**src/rtl/mips_multicycle_ctrl.sv**
```systemverilog
// Multi-cycle MIPS control FSM: sequences fetch/decode/execute/memory/writeback
// over a shared memory with a ready handshake and a wait-state timeout.
//
// state  | meaning
// 0      | FETCH   read instruction at PC, PC+4
// 1      | DECODE  branch target precompute, dispatch on opcode
// 2      | MEMADR  effective address for LW/SW
// 3      | MEMRD   data read
// 4      | MEMWB   load writeback
// 5      | MEMWR   data write
// 6      | RTEXEC  R-type ALU op
// 7      | RTWB    R-type writeback to rd
// 8      | BRANCH  BEQ/BNE compare and PC update
// 9      | IEXEC   immediate ALU op
// 10     | IWB     immediate writeback to rt
// 11     | JUMP    J/JAL/JR
// 15     | FAULT   absorbing until reset
module mips_multicycle_ctrl #(
  parameter int USE_MEM_READY = 1,
  parameter int MEM_TIMEOUT   = 15,
  parameter int ENABLE_JAL    = 1
) (
  input  logic       clk,
  input  logic       reset,
  input  logic [5:0] Opcode,
  input  logic [5:0] Func,
  input  logic       Zero,
  input  logic       mem_ready,
  output logic       PCWrite,
  output logic       IorD,
  output logic       MemRead,
  output logic       MemWrite,
  output logic       IRWrite,
  output logic [1:0] RegDst,
  output logic [1:0] MemtoReg,
  output logic       RegWrite,
  output logic       ALUSrcA,
  output logic [1:0] ALUSrcB,
  output logic [1:0] PCSrc,
  output logic [3:0] ALUControl,
  output logic [3:0] state_o,
  output logic       fault
);

  localparam logic [3:0] S_FETCH  = 4'd0;
  localparam logic [3:0] S_DECODE = 4'd1;
  localparam logic [3:0] S_MEMADR = 4'd2;
  localparam logic [3:0] S_MEMRD  = 4'd3;
  localparam logic [3:0] S_MEMWB  = 4'd4;
  localparam logic [3:0] S_MEMWR  = 4'd5;
  localparam logic [3:0] S_RTEXEC = 4'd6;
  localparam logic [3:0] S_RTWB   = 4'd7;
  localparam logic [3:0] S_BRANCH = 4'd8;
  localparam logic [3:0] S_IEXEC  = 4'd9;
  localparam logic [3:0] S_IWB    = 4'd10;
  localparam logic [3:0] S_JUMP   = 4'd11;
  localparam logic [3:0] S_FAULT  = 4'd15;

  localparam logic [5:0] OP_RTYPE = 6'b000000;
  localparam logic [5:0] OP_J     = 6'b000010;
  localparam logic [5:0] OP_JAL   = 6'b000011;
  localparam logic [5:0] OP_BEQ   = 6'b000100;
  localparam logic [5:0] OP_BNE   = 6'b000101;
  localparam logic [5:0] OP_ADDI  = 6'b001000;
  localparam logic [5:0] OP_ADDIU = 6'b001001;
  localparam logic [5:0] OP_SLTI  = 6'b001010;
  localparam logic [5:0] OP_SLTIU = 6'b001011;
  localparam logic [5:0] OP_ANDI  = 6'b001100;
  localparam logic [5:0] OP_ORI   = 6'b001101;
  localparam logic [5:0] OP_XORI  = 6'b001110;
  localparam logic [5:0] OP_LUI   = 6'b001111;
  localparam logic [5:0] OP_LW    = 6'b100011;
  localparam logic [5:0] OP_SW    = 6'b101011;
  localparam logic [5:0] F_JR     = 6'b001000;

  localparam logic [3:0] A_ADD  = 4'b0000;
  localparam logic [3:0] A_SUB  = 4'b0001;
  localparam logic [3:0] A_AND  = 4'b0010;
  localparam logic [3:0] A_OR   = 4'b0011;
  localparam logic [3:0] A_XOR  = 4'b0100;
  localparam logic [3:0] A_SLL  = 4'b0101;
  localparam logic [3:0] A_SRL  = 4'b0110;
  localparam logic [3:0] A_SRA  = 4'b0111;
  localparam logic [3:0] A_SLT  = 4'b1000;
  localparam logic [3:0] A_SLTU = 4'b1001;
  localparam logic [3:0] A_NOR  = 4'b1010;
  localparam logic [3:0] A_SLLV = 4'b1011;
  localparam logic [3:0] A_SRLV = 4'b1100;
  localparam logic [3:0] A_SRAV = 4'b1101;
  localparam logic [3:0] A_LUI  = 4'b1110;

  localparam logic [7:0] TIMEOUT = 8'(MEM_TIMEOUT);

  logic [3:0] state, state_next;
  logic [7:0] wait_cnt;
  logic       rdy, mem_state, timed_out, is_jr, jal_ok, r_ok;
  logic [3:0] r_alu, i_alu;

  assign rdy       = (USE_MEM_READY == 0) ? 1'b1 : mem_ready;
  assign mem_state = (state == S_FETCH) || (state == S_MEMRD) || (state == S_MEMWR);
  // ready wins over timeout when both land in the same cycle
  assign timed_out = mem_state && !rdy && (wait_cnt == TIMEOUT);
  assign is_jr     = (Opcode == OP_RTYPE) && (Func == F_JR);
  assign jal_ok    = (ENABLE_JAL != 0);
  assign state_o   = state;

  always_comb begin
    r_ok  = 1'b1;
    r_alu = A_ADD;
    case (Func)
      6'b100000, 6'b100001: r_alu = A_ADD;
      6'b100010, 6'b100011: r_alu = A_SUB;
      6'b100100: r_alu = A_AND;
      6'b100101: r_alu = A_OR;
      6'b100110: r_alu = A_XOR;
      6'b100111: r_alu = A_NOR;
      6'b101010: r_alu = A_SLT;
      6'b101011: r_alu = A_SLTU;
      6'b000000: r_alu = A_SLL;
      6'b000010: r_alu = A_SRL;
      6'b000011: r_alu = A_SRA;
      6'b000100: r_alu = A_SLLV;
      6'b000110: r_alu = A_SRLV;
      6'b000111: r_alu = A_SRAV;
      default:   r_ok  = 1'b0;
    endcase
  end

  always_comb begin
    i_alu = A_ADD;
    case (Opcode)
      OP_SLTI:  i_alu = A_SLT;
      OP_SLTIU: i_alu = A_SLTU;
      OP_ANDI:  i_alu = A_AND;
      OP_ORI:   i_alu = A_OR;
      OP_XORI:  i_alu = A_XOR;
      OP_LUI:   i_alu = A_LUI;
      default:  i_alu = A_ADD;
    endcase
  end

  always_comb begin
    state_next = state;
    PCWrite    = 1'b0;
    IorD       = 1'b0;
    MemRead    = 1'b0;
    MemWrite   = 1'b0;
    IRWrite    = 1'b0;
    RegDst     = 2'b00;
    MemtoReg   = 2'b00;
    RegWrite   = 1'b0;
    ALUSrcA    = 1'b0;
    ALUSrcB    = 2'b00;
    PCSrc      = 2'b00;
    ALUControl = A_ADD;
    case (state)
      S_FETCH: begin
        MemRead = 1'b1;
        ALUSrcB = 2'b01;
        if (rdy) begin
          IRWrite    = 1'b1;
          PCWrite    = 1'b1;
          state_next = S_DECODE;
        end else if (timed_out) begin
          state_next = S_FAULT;
        end
      end
      S_DECODE: begin
        ALUSrcB = 2'b11;
        case (Opcode)
          OP_LW, OP_SW:   state_next = S_MEMADR;
          OP_RTYPE:       state_next = is_jr ? S_JUMP : S_RTEXEC;
          OP_BEQ, OP_BNE: state_next = S_BRANCH;
          OP_ADDI, OP_ADDIU, OP_SLTI, OP_SLTIU,
          OP_ANDI, OP_ORI, OP_XORI, OP_LUI: state_next = S_IEXEC;
          OP_J:           state_next = S_JUMP;
          OP_JAL:         state_next = jal_ok ? S_JUMP : S_FAULT;
          default:        state_next = S_FAULT;
        endcase
      end
      S_MEMADR: begin
        ALUSrcA    = 1'b1;
        ALUSrcB    = 2'b10;
        state_next = (Opcode == OP_SW) ? S_MEMWR : S_MEMRD;
      end
      S_MEMRD: begin
        IorD    = 1'b1;
        MemRead = 1'b1;
        if (rdy)            state_next = S_MEMWB;
        else if (timed_out) state_next = S_FAULT;
      end
      S_MEMWB: begin
        RegWrite   = 1'b1;
        MemtoReg   = 2'b01;
        state_next = S_FETCH;
      end
      S_MEMWR: begin
        IorD     = 1'b1;
        MemWrite = 1'b1;
        if (rdy)            state_next = S_FETCH;
        else if (timed_out) state_next = S_FAULT;
      end
      S_RTEXEC: begin
        ALUSrcA    = 1'b1;
        ALUControl = r_alu;
        state_next = r_ok ? S_RTWB : S_FAULT;
      end
      S_RTWB: begin
        RegWrite   = 1'b1;
        RegDst     = 2'b01;
        state_next = S_FETCH;
      end
      S_BRANCH: begin
        ALUSrcA    = 1'b1;
        ALUControl = A_SUB;
        PCSrc      = 2'b01;
        PCWrite    = Zero ^ (Opcode == OP_BNE);
        state_next = S_FETCH;
      end
      S_IEXEC: begin
        ALUSrcA    = 1'b1;
        ALUSrcB    = 2'b10;
        ALUControl = i_alu;
        state_next = S_IWB;
      end
      S_IWB: begin
        RegWrite   = 1'b1;
        state_next = S_FETCH;
      end
      S_JUMP: begin
        PCWrite = 1'b1;
        PCSrc   = is_jr ? 2'b11 : 2'b10;
        if (jal_ok && (Opcode == OP_JAL)) begin
          RegWrite = 1'b1;
          RegDst   = 2'b10;
          MemtoReg = 2'b10;
        end
        state_next = S_FETCH;
      end
      S_FAULT: state_next = S_FAULT;
      default: state_next = S_FAULT;
    endcase
    // strobes must not fire in a reset cycle, even mid-access
    if (reset) begin
      PCWrite  = 1'b0;
      MemRead  = 1'b0;
      MemWrite = 1'b0;
      IRWrite  = 1'b0;
      RegWrite = 1'b0;
    end
  end

  always_ff @(posedge clk) begin
    if (reset) begin
      state    <= S_FETCH;
      wait_cnt <= 8'd0;
      fault    <= 1'b0;
    end else begin
      state <= state_next;
      if (state_next != state)
        wait_cnt <= 8'd0;
      else if (mem_state && !rdy && (wait_cnt != 8'hFF))
        wait_cnt <= wait_cnt + 8'd1;
      if (state == S_FAULT)
        fault <= 1'b1;
    end
  end

endmodule
```
**config.mk**
```make
export PLATFORM = sky130hd
export DESIGN_NAME = mips_multicycle_ctrl
export DESIGN_NICKNAME = d
export VERILOG_FILES = /design/src/rtl/mips_multicycle_ctrl.sv
export SDC_FILE = /design/constraint.sdc
export NUM_CORES = 1
export LEC_CHECK = 0
export CAP_MARGIN = 25
export CORE_UTILIZATION = 35
export DETAILED_ROUTE_END_ITERATION = 10
export GPL_ROUTABILITY_DRIVEN = 0
export SKIP_CTS_REPAIR_TIMING = 1
export SLEW_MARGIN = 20
export SYNTH_ARGS = -nofsm -noshare
export SYNTH_HDL_FRONTEND = slang
export SYNTH_SLANG_ARGS = --single-unit
```
**constraint.sdc**
```tcl
create_clock -name clk -period 2.19 [get_ports clk]
set_clock_uncertainty 0.1 [all_clocks]
set_input_delay 0.219 -clock clk [delete_from_list [all_inputs] [get_ports clk]]
set_output_delay 0.219 -clock clk [all_outputs]
set_load 0.02 [all_outputs]
```
==> flow_summary.json <==
{
  "grt_max_degree": 10,
  "path_max_fanout": 6,
  "drc_errors": 0,
  "mostFrequentLayoutCells": "buf_4, nor2_1, dlymetal6s2s_1",
  "antenna_found_initial": 0,
  "crit_type": "primary input to flop",
  "crit_buf_inv": 2,
  "drive_gt1_frac": 0.297,
  "synthCells": 226,
  "netlist_top_cells_area": "dfxtp_1, nor2_1, a21oi_1, nor3_1, o21ai_0",
  "outcome": "finished, violations left",
  "cts_buffer_depth": 2,
  "finalSetupViolCount": 6,
  "slew_headroom": 0.744,
  "final_hold_viol_count": 0,
  "initial_utilization": 0.372,
  "die_area_um2": 4610,
  "grt_overflow": 0,
  "layout_setup_ws_ps": -124,
  "ir_worst_vdd_mv": 0.921,
  "numCtsBuffers": 3,
  "drt-vias-per-instance": 5.42,
  "area_growth_pct": 67.1,
  "syn_avg_cell_area_um2": 6.72,
  "clock.fmax_mhz": 432,
  "dr.first_iter.drc_count": 76,
  "timing.final.crit_share": 1.06,
  "final_nets": 331,
  "grt_usage": 0.217,
  "cts_tree": "built",
  "power_density_nw_per_um2": 933,
  "cpPeakStageDelay_ps": 570,
  "drv_slew": 0,
  "synth_area_um2": 1520,
  "crit_required_ps": 2240,
  "wl_um": 4970,
  "vias": 1966,
  "io_buffers": 39,
  "die_w_um": 67.9,
  "htreeDepth": 1,
  "ys_warn_count": 0,
  "hold_path.class": "flop to flop",
  "std_cell_rows": 23,
  "final_util": 0.621,
  "synth.largest_area_cell": "dfxtp_1",
  "ant_nets": 0,
  "ios": 40,
  "detail_route.first_pass.iterations": 4,
  "path_clk_slew_ps": 50,
  "cp-end-kind": "flop",
  "n_antenna_cell": 0,
  "synth_top_area_frac": 0.171,
  "p_total_uw": 2370,
  "async_flop_share": 0,
  "clk_latency_ps": 240,
  "cp-start-kind": "primary input",
  "design_area_um2": 2540,
  "cpMaxStageDelayCell": "or4_4",
  "violations": "negative setup slack",
  "place_ws_ps": -627,
  "cap_violations": 0,
  "critical_path.top_delay_family": "simple AND/OR/NAND/NOR gates",
  "worst_slew_pin_slew_ps": 380,
  "synth_cell_types": 55,
  "clockRootBuffer": "clkbuf_8",
  "synth_edf_count": 0,
  "grt_pass1_wl_um": 7600,
  "ys.flop_type": "dfxtp_1",
  "post_drt_wl_per_cell_um": 13.7,
  "place_area_um2": 2370,
  "critPathArrivalTime_ps": 2360,
  "dpl.hpwl_um": 3930,
  "ys_ff_latch": 13,
  "p_leak_uw": 0.00134,
  "syn-num-nets": 243,
  "layout_commonest_cell": "buf_4",
  "rsz0062_at_grt": "true",
  "finalCriticalPeriod_ps": 2310,
  "clock_sinks": 13,
  "crit_chain": "buf_8 > or4_4 > nor4b_4 > o31a_2 > o22ai_2 > a2111o_1 > buf_6 > nor4b_2",
  "fp.coreArea_um2": 4090,
  "die_h_um": 67.9,
  "grt_pass1_vias": 1698,
  "ys_seq_area_frac": 0.171
}
==> stage by stage <==
step | hold slack [ps] | TNS, ps | cells
floorplan | 401 | -2.10 | 226
detailed placement | 387 | -9210 | 357
global placement | 358 | -8570 | 357
CTS | 399 | -7100 | 361
global route | 414 | -984 | 363
finish | 384 | -484 | 363
==> path summary, 6_finish.rpt <==
kind	start	endpoint	slack, ps	cells after the start
max	Opcode[2]	wait_cnt[2]	-120	8
min	fault	fault	380	2
max reg2reg	state_o[2]	wait_cnt[2]	-70	9
min reg2reg	fault	fault	380	2
==> layout make-up <==
type | count | area, µm²
flip-flops and latches | 13 | 267
inverters | 6 | 22.5
multi-input cells | 188 | 1220
repair buffers | 102 | 926
clock buffers | 4 | 45.0
well taps | 50 | 62.6
fillers | 384 | 1550
==> logic make-up (layout without fill, tap and decap cells) <==
kind of cell               after synthesis  after routing  synth area share
and+or+nand+nor                        111            111             0.402
AOI/OAI and AO/OA                       66             66             0.289
buffers and inverters                   25            112            0.0692
DFF                                     13             13             0.171
xor gates and xnor gates                 7              7            0.0404
muxes                                    3              3            0.0198
adders and majority gates                1              1           0.00824
==> flip-flops by register name, summed over array words and instances, names as in the netlist <==
signal	cells
fault	1
wait_cnt	8
state_o	4
==> worst register-to-register path, cell delays in order, from the launching register on <==
cell      delay, ps
dfxtp_4         380
buf_4           170
nor3b_2         170
a211oi_1         90
a21oi_1         210
buf_4           160
a21oi_1          60
a2111o_1        450
buf_6           160
nor4b_2         210
==> routing by layer <==
metal  wire (µm)  global-route usage  part of all wire  vias up
met3         216              0.0200             0.043        6
met4          58              0.0625             0.012        0
li1            -                   -                 -     1018
met5           0                   0                 0        -
met2        2380               0.363              0.48       43
met1        2320               0.294              0.47      899
==> cells in the mapped netlist, types with 3 or more instances <==
library cell and number:
nand3_1 8, nand2_1 14, nor3_1 20, a21oi_1 20, mux2i_1 3, and3_1 4, dfxtp_1 13, xnor2_1 6
o21ai_0 13, a22oi_1 4, a22o_1 3, nor3b_1 5, nor2b_1 7, clkbuf_1 14, nand4_1 3, o22ai_1 4
nand2b_1 7, nor2_1 28, nor4_1 3, inv_1 6
==> report_power, final <==
part	leakage [µW]	internal (µW)	switching [µW]	total [µW]
combinational	0.00121	886	924	1810
clock	0.0000228	128	78.0	206
sequential	0.000107	283	70.2	353
total	0.00134	1300	1070	2370
Note: power is estimated with default switching activity, not from simulation.
